`config.mk`:
```
export PLATFORM = sky130hd
export DESIGN_NAME = alu_arbiter
export DESIGN_NICKNAME = d
export VERILOG_FILES = /design/src/rtl/alu_pkg.sv /design/src/rtl/rr_arb2.sv /design/src/rtl/alu_arbiter.sv
export SDC_FILE = /design/constraint.sdc
export NUM_CORES = 1
export LEC_CHECK = 0
export ABC_AREA = 1
export ABC_CLOCK_PERIOD_IN_PS = 3000
export BUFFER_PORTS_ARGS = -buffer_cell sky130_fd_sc_hd__buf_2
export CORE_ASPECT_RATIO = 1.5
export CORE_MARGIN = 2
export CORE_UTILIZATION = 45
export DETAILED_ROUTE_END_ITERATION = 10
export PLACE_DENSITY = 0.73
export SETUP_SLACK_MARGIN = 0.2
export SLEW_MARGIN = 20
export SYNTH_ARGS = -nofsm -noshare
export SYNTH_HDL_FRONTEND = slang
export SYNTH_SLANG_ARGS = --single-unit
```
`constraint.sdc`:
```
create_clock -name clk -period 3 [get_ports clk]
set_clock_uncertainty 0.2 [all_clocks]
set_input_delay 0.15 -clock clk [delete_from_list [all_inputs] [get_ports clk]]
set_output_delay 0.15 -clock clk [all_outputs]
set_load 0.05 [all_outputs]
```
`src/rtl/alu_pkg.sv`:
```
// Shared definitions for the ALU front end: select codes, carry validity, FSM states.
package alu_pkg;

   localparam logic [2:0] SEL_ADD    = 3'b000;
   localparam logic [2:0] SEL_ASHL   = 3'b001;
   localparam logic [2:0] SEL_XNOR   = 3'b010;
   localparam logic [2:0] SEL_DIV2   = 3'b011;
   localparam logic [2:0] SEL_PASS2  = 3'b100;
   localparam logic [2:0] SEL_PASS1  = 3'b101;
   localparam logic [2:0] SEL_COMP2S = 3'b110;
   localparam logic [2:0] SEL_ROUND  = 3'b111;

   typedef enum logic [1:0] {
      IDLE = 2'd0,
      EXEC = 2'd1,
      RESP = 2'd2
   } state_e;

   // The ALU carry-out is only meaningful for add and the two shifts.
   function automatic logic sel_has_carry(input logic [2:0] sel);
      return (sel == SEL_ADD) || (sel == SEL_ASHL) || (sel == SEL_DIV2);
   endfunction

endpackage

```
`src/rtl/rr_arb2.sv`:
```
// Two-way round-robin grant: a lone requester wins, a tie goes to the one not served last.
module rr_arb2 (
   input  logic valid0_i,
   input  logic valid1_i,
   input  logic last_grant_i,
   output logic grant_o,
   output logic any_valid_o
);

   always_comb begin
      any_valid_o = valid0_i | valid1_i;
      grant_o     = valid1_i & (~valid0_i | ~last_grant_i);
   end

endmodule

```
`src/rtl/alu_arbiter.sv`:
```
// Shares one combinational ALU between two requesters with round-robin arbitration.
// Operands are registered toward the ALU and its result is captured one cycle later.
module alu_arbiter
   import alu_pkg::*;
#(
   parameter int unsigned DATA_W = 8,
   parameter int unsigned SEL_W  = 3,
   parameter int unsigned CNT_W  = 16
) (
   input  logic              clk,
   input  logic              rst_n,
   input  logic              req0_valid,
   output logic              req0_ready,
   input  logic [DATA_W-1:0] req0_op1,
   input  logic [DATA_W-1:0] req0_op2,
   input  logic [SEL_W-1:0]  req0_sel,
   input  logic              req1_valid,
   output logic              req1_ready,
   input  logic [DATA_W-1:0] req1_op1,
   input  logic [DATA_W-1:0] req1_op2,
   input  logic [SEL_W-1:0]  req1_sel,
   output logic              rsp_valid,
   input  logic              rsp_ready,
   output logic              rsp_id,
   output logic [DATA_W-1:0] rsp_data,
   output logic              rsp_co,
   output logic [DATA_W-1:0] alu_op1,
   output logic [DATA_W-1:0] alu_op2,
   output logic [SEL_W-1:0]  alu_sel,
   input  logic [DATA_W-1:0] alu_out,
   input  logic              alu_co,
   output logic              busy,
   output logic [CNT_W-1:0]  op_count
);

   localparam logic [CNT_W-1:0] CntOne = {{(CNT_W-1){1'b0}}, 1'b1};

   state_e              state_q, state_d;
   logic                last_grant_q;
   logic                grant, any_valid;
   logic                accept, complete;
   logic [DATA_W-1:0]   alu_op1_q, alu_op2_q, rsp_data_q;
   logic [SEL_W-1:0]    alu_sel_q;
   logic                rsp_valid_q, rsp_id_q, rsp_co_q;
   logic [CNT_W-1:0]    op_count_q;

   rr_arb2 u_rr_arb2 (
      .valid0_i     (req0_valid),
      .valid1_i     (req1_valid),
      .last_grant_i (last_grant_q),
      .grant_o      (grant),
      .any_valid_o  (any_valid)
   );

   always_comb begin
      state_d  = state_q;
      accept   = 1'b0;
      complete = 1'b0;
      unique case (state_q)
         IDLE: begin
            if (any_valid) begin
               accept  = 1'b1;
               state_d = EXEC;
            end
         end
         EXEC: state_d = RESP;
         RESP: begin
            // rsp_valid is always set in RESP, so rsp_ready alone completes the handshake.
            if (rsp_ready) begin
               complete = 1'b1;
               state_d  = IDLE;
            end
         end
         default: state_d = IDLE;
      endcase
   end

   assign req0_ready = accept & ~grant;
   assign req1_ready = accept & grant;
   assign busy       = (state_q != IDLE);

   always_ff @(posedge clk or negedge rst_n) begin
      if (!rst_n) begin
         state_q      <= IDLE;
         last_grant_q <= 1'b1;
         alu_op1_q    <= '0;
         alu_op2_q    <= '0;
         alu_sel_q    <= '0;
         rsp_valid_q  <= 1'b0;
         rsp_id_q     <= 1'b0;
         rsp_data_q   <= '0;
         rsp_co_q     <= 1'b0;
         op_count_q   <= '0;
      end else begin
         state_q <= state_d;
         if (accept) begin
            alu_op1_q    <= grant ? req1_op1 : req0_op1;
            alu_op2_q    <= grant ? req1_op2 : req0_op2;
            alu_sel_q    <= grant ? req1_sel : req0_sel;
            rsp_id_q     <= grant;
            last_grant_q <= grant;
         end
         if (state_q == EXEC) begin
            rsp_data_q  <= alu_out;
            rsp_co_q    <= alu_co & sel_has_carry(alu_sel_q);
            rsp_valid_q <= 1'b1;
         end
         if (complete) begin
            rsp_valid_q <= 1'b0;
            if (op_count_q != {CNT_W{1'b1}}) begin
               op_count_q <= op_count_q + CntOne;
            end
         end
      end
   end

   assign alu_op1   = alu_op1_q;
   assign alu_op2   = alu_op2_q;
   assign alu_sel   = alu_sel_q;
   assign rsp_valid = rsp_valid_q;
   assign rsp_id    = rsp_id_q;
   assign rsp_data  = rsp_data_q;
   assign rsp_co    = rsp_co_q;
   assign op_count  = op_count_q;

endmodule
```
# Yosys cells after proc, flatten, opt, wreduce, memory -nomap -nowiden
# Cells that the tools add are included.
# totals
register_bits	49
latch_bits	0
ramBits	0
rom_bits	0
input_bits	52
output_inout_bits	49
mem_count	0
# op_classes
addsub	1
n_mul	0
n_div	0
order_cmp	0
eq_ne	7
shift	0
mux	12
bitwise	9
reduce_logical	8
# ops
operator	n
16-bit by 1-bit adder with 16-bit output (second input constant)	1
8-bit two-way mux	2
16-bit != test (second input constant)	1
1-bit two-way mux	6
2-bit case mux with 3 select lines	1
1-bit bitwise AND	4
2-bit two-way mux	2
2-bit != test (second input constant)	2
2-bit AND reduction	2
2-bit nonzero test	2
3-bit by 1-bit == test with 1-bit output (second input constant)	1
3-bit by 2-bit == test with 1-bit output (second input constant)	1
3-bit logical NOT	1
3-bit two-way mux	1
1-bit inverter	3
2-bit by 1-bit == test with 1-bit output (second input constant)	1
2-bit == test (second input constant)	1
2-bit logical NOT	1
1-bit logical OR	2
1-bit OR	2

# Depth between registers and ports, before layout
# depth
depth_word	5
mapped_depth	9
ltp_nobuf	9

# By module
# Synthesis repeated with hierarchy kept, for this count alone.
# hier_totals
cells_unflattened	289
area_unflattened_um2	2381.0
# by_module_without_submodules
module	instances	cells_each	area_each_um2	seq_area_each_um2
alu_arbiter	1	286	2366.0	1227.4
rr_arb2	1	3	15.0	0.0

# Worst setup path before layout
# Ideal clock, no wire load.
# synth_path
path_kind	register to register
start	register op_count_q[1], in the netlist op_count[1]
end	register op_count_q[2], in the netlist op_count[2]
arrival_ns	1.646
setup_slack_ns	1.034
path_stages_with_launch	10
n_path_buf	1
path_cell_list	dfrtp_1 > ha_1 > nand3_2 > inv_2 > nand2_4 > nor2_4 > nor2_4 > buf_6 > nand2_2 > nand2_1
# synth_via
elab_chain_cells	2
# synth_rtl
element	line_no	source
start: declaration	alu_arbiter.sv:45	logic [CNT_W-1:0] op_count_q;
start signal: assignment	alu_arbiter.sv:111	op_count_q <= op_count_q + CntOne;
branches (longest 2 deep; another with 16-bit by 1-bit adder with 16-bit output)	n/a	
# Several ways; the timed one is not identified.
# A chain may end at the register's enable or synchronous reset.

# Final worst setup path
# layout_path
start	register state_q[1]
end	register alu_op2_q[7], in the netlist alu_op2[7]
# layout_via
elab_chain_cells	2
# layout_rtl
element	line_no	source
start: declaration	alu_arbiter.sv:38	state_e state_q, state_d;
start signal: assignment	alu_arbiter.sv:95	state_q <= state_d;
2-bit logical NOT	alu_arbiter.sv:59	unique case (state_q)
1-bit two-way mux	alu_arbiter.sv:59	
end signal: assignment	alu_arbiter.sv:98	alu_op2_q <= grant ? req1_op2 : req0_op2;
end: declaration	alu_arbiter.sv:42	logic [DATA_W-1:0] alu_op1_q, alu_op2_q, rsp_data_q;
# Every way passes these cells.

==> summary by stage <==
Global routing
In the global route stage, met1 resource usage came out at a little over a quarter. For this run, the total global-route usage over all layers was measured as 24.54%. Global routing finished with a remaining overflow of 0. The number of global-route vias before repair is 2,581. The first-pass GRT wire length is between 10 and 15 mm.

The met2 usage in global routing is between 40 and 50%. The busiest layer in global routing is met2. Entering global routing, the biggest net connects 50 pins.

For this run, global-route usage on met3 was measured as ~4.7%. The number of antenna violations at the first check in global routing was 0.

Route
The detail-routed net length per standard cell is approximately 14 um. The number of DRC markers in iteration 0 is 87. The average vias per placed instance is around 5. The number of nets with antenna violations after routing is 0. The first detailed-routing pass ran for 6 iterations. Summing over every cut layer, the via total after detailed routing is about 2,500. Summed over all layers, the routed wires come to roughly 7 mm. The count of unresolved DRC violations after routing is 0.

Yosys
The synthesized net count is 338. Synthesis produced between 200 and 300 cells. Yosys mapped a number of flops with a built-in enable equal to 0. The synthesized design contains 49 register bits. The library cell occupying the most area in the post-synthesis netlist is sky130_fd_sc_hd__dfrtp_1. For this run, the number of Yosys warnings is 0. Of the post-synthesis cell area, the dominant cell type holds 50.37%. In this run the cell area of the synthesized design comes to roughly 0.0024 sq mm.

By instance count, the leading cell after synthesis is sky130_fd_sc_hd__nand2_1. In the post-synthesis netlist, the biggest area contributors are sky130_fd_sc_hd__dfrtp_1 (50%), sky130_fd_sc_hd__nand2_1 (18%), sky130_fd_sc_hd__nand3_1 (5.0%). The leading register cell type out of synthesis is sky130_fd_sc_hd__dfrtp_1. For this run, the register share of the synthesized area comes to ~51%. The count of cell types in the netlist is 25. By count the netlist is led by sky130_fd_sc_hd__nand2_1 (114), sky130_fd_sc_hd__dfrtp_1 (48), sky130_fd_sc_hd__nand3_1 (24). In the synthesized netlist the async set-or-reset flop fraction comes to 100.0%. The post-synthesis average cell area is 8.368 sq um.

Worst setup path
Data arrives at the worst endpoint at 2500 ps. The worst setup path is of the reg2reg kind. In this design, the stage delay of the slowest critical-path cell is 550 ps. Counting stages on the worst path, the most repeated cell is sky130_fd_sc_hd__nor2_1. The startpoint class of the critical path is a register. Traced cell by cell, the critical path runs through nor2_1 -> inv_1 -> nor2_1 -> buf_4 -> nand2_1 -> nand3_1 -> dlygate4sd3_1. At the worst endpoint, the required time is a little over 3000 ps. The largest fanout on the critical path is 11. The slowest stage of the critical path belongs to the cell sky130_fd_sc_hd__nor2_1.

STA classifies the critical path endpoint as a register.

Clock network
The buffer levels on the longest clock path is 2. The clock-pin slew on the worst setup and hold paths is about 90 ps. The quantity of gates resized following cts is 0. TritonCTS built the clock tree.

Clock latency on the worst-skew pair, taken at its later pin, is around 300 ps. The clock net sink count is between 40 and 50. Clock tree synthesis inserted a total of 5 buffers. The H-tree was split into 2 levels. The cell at the root of the clock tree is sky130_fd_sc_hd__clkbuf_8. After clock tree synthesis, the setup repair step added 0 buffers.

Timing
The number of max-slew violations in the final report came to 0. The clock period could shrink to approximately 2500 ps. For this run, the top clock speed supported by timing is slightly above 0.4 GHz. Setup slack on the critical path of the routed design comes to approximately 540 ps. In this run the tightest slew margin relative to its limit is 53.53%. For the pin with the worst max-slew slack, the measured transition is between 600 and 700 ps. Setup total negative slack on the finished layout was measured at 0 ps. In the finished design, the share of the clock period the worst path needs comes to 82.03%. Setup violations remaining at the end of the flow were counted as 0. Setup repair after global routing left no endpoint under its margin.

The number of endpoints with negative hold slack in the final report is 0.

Place
Summed over all nets, the half-perimeter wirelength after detailed placement is ~4.1 mm. The congestion estimate from routability-driven global placement came to between 0.8 and 0.9. Port buffering added 100 buffers. Including well taps, the total number of placed cells is between 400 and 500.

Prior to clock tree synthesis, the placed netlist has a worst setup slack of 1078 ps.

Layout
The number of antenna diodes in the final layout is 0. The net count of the finished layout is between 400 and 500. The share of cells above drive strength 1 is between 30% and 40%.

The count of non-filler cells in the finished layout is 506. The layout overhead on the synthesized area is 49.11%.

Hold path
The path class of the lowest-slack min-delay path is in2reg.

Floorplanning
After floorplanning, the core was divided into 32 placement rows. The die extent in y is 93.16 um. The number of ports placed on the die boundary is 101. The area of the core is 0.005125 sq mm. The area of the die is 0.005910 sq mm. Once the floorplan was initialized, standard cells occupied approximately 47% of the core. The die boundary width is 63.44 um.

Run status
The run finished with clean final reports.

Power
Overall power consumption after layout is estimated at around 3.7 mW. The maximum resistive drop on vdd is 0.7907 mV. For this design the static power due to leakage is 1.872 nW. For this design the ratio of total power to cell area is 1048 mW/mm^2.

Flow run
The reported max-cap violation count is 0.
## repair_timing
action	4_1_cts	5_1_grt
endpoints found under the setup margin	0	0
hold buffers	49	0
hold endpoints to repair	77	0
## critical path, delay by kind of cell, from the launching register on
kind                   cells  cell delay [ps]
flip-flops                 1              410
AND/OR/NAND/NOR            4              870
buffers and inverters      3              920
## stage by stage
step / cell area, sq um / hold WS [ps] / util (%)
2_1_floorplan: 2385 / -345.6 / -
3_3_place_gp: 2955 / 156.3 / 57.67
3_5_place_dp: 2955 / 157.8 / 57.67
4_1_cts: 3553 / 111.3 / 69.34
5_1_grt: 3556 / 139.0 / 69.38
6_report: 3556 / 114.5 / 69.38
## final cells by class
class	count	area [sq um]
clock buffer	6	72.57
multi-input combinational	204	1021
timing repair buffer	153	1023
sequential	49	1227
tap	68	85.08
clock inverter	2	35.03
fill	432	1569
inverter	24	91.34
## report_power, final
part,switching [mW],internal [mW]
sequential,0.172,0.924
clock,0.224,0.248
combinational,1.47,0.688
## per-layer routing
layer  up-vias  routed length (um)  part of all wire (%)
met5         -                   0                     0
met4         0                 189                   2.7
met3        19                 360                   5.2
met2        93                3881                    56
met1      1151                2520                    36
li1       1197                   -                     -
## registers in the layout, summed over array words and instances (netlist names)
| register | flops |
|---|---|
| op_count | 16 |
| alu_op1 | 8 |
| alu_op2 | 8 |
| rsp_data | 8 |
| alu_sel | 3 |
| state_q | 2 |
| last_grant_q | 1 |
| rsp_co | 1 |
| rsp_id | 1 |
| rsp_valid | 1 |
## worst paths after layout
kind                       depth (start not counted)           end  slack (ps)    startpoint
min                                                5  last_grant_q         110    req1_valid
max in group asynchronous                          2     rsp_valid        1970         rst_n
min in group asynchronous                          2  op_count[13]         210         rst_n
min reg2reg                                        2  last_grant_q         280  last_grant_q
max                                                7    alu_op2[7]         540    state_q[1]
max reg2reg                                        7    alu_op2[7]         540    state_q[1]
## layout by cell type (no fill, tap or decap), types with 2 or more instances in the layout
master and count:
sky130_fd_sc_hd__clkbuf_8 5, sky130_fd_sc_hd__nor2_1 16, sky130_fd_sc_hd__dlygate4sd3_1 49, sky130_fd_sc_hd__nand3_2 6, sky130_fd_sc_hd__clkinv_2 2, sky130_fd_sc_hd__inv_1 22, sky130_fd_sc_hd__buf_4 5, sky130_fd_sc_hd__o21ai_0 7
sky130_fd_sc_hd__mux2_2 8, sky130_fd_sc_hd__o211ai_1 3, sky130_fd_sc_hd__nand2_2 7, sky130_fd_sc_hd__nor2_4 3, sky130_fd_sc_hd__nand4_1 3, sky130_fd_sc_hd__buf_2 99, sky130_fd_sc_hd__dfrtp_1 48, sky130_fd_sc_hd__xnor2_1 2
sky130_fd_sc_hd__nand2_1 114, sky130_fd_sc_hd__xor2_1 5, sky130_fd_sc_hd__nand3_1 24
## cells by family (layout without fill, tap and decap cells)
group / count (synthesis) / in the layout / share of synthesized area, %
fa+ha+maj: 1 / 1 / 0.5246
mux: 8 / 8 / 3.778
flops: 49 / 49 / 51.47
simple gates: 177 / 177 / 33.32
compound gates: 11 / 11 / 2.623
xor+xnor: 7 / 7 / 2.571
buf+inv: 32 / 185 / 5.718
No activity file was read; power rests on OpenSTA's default activity.
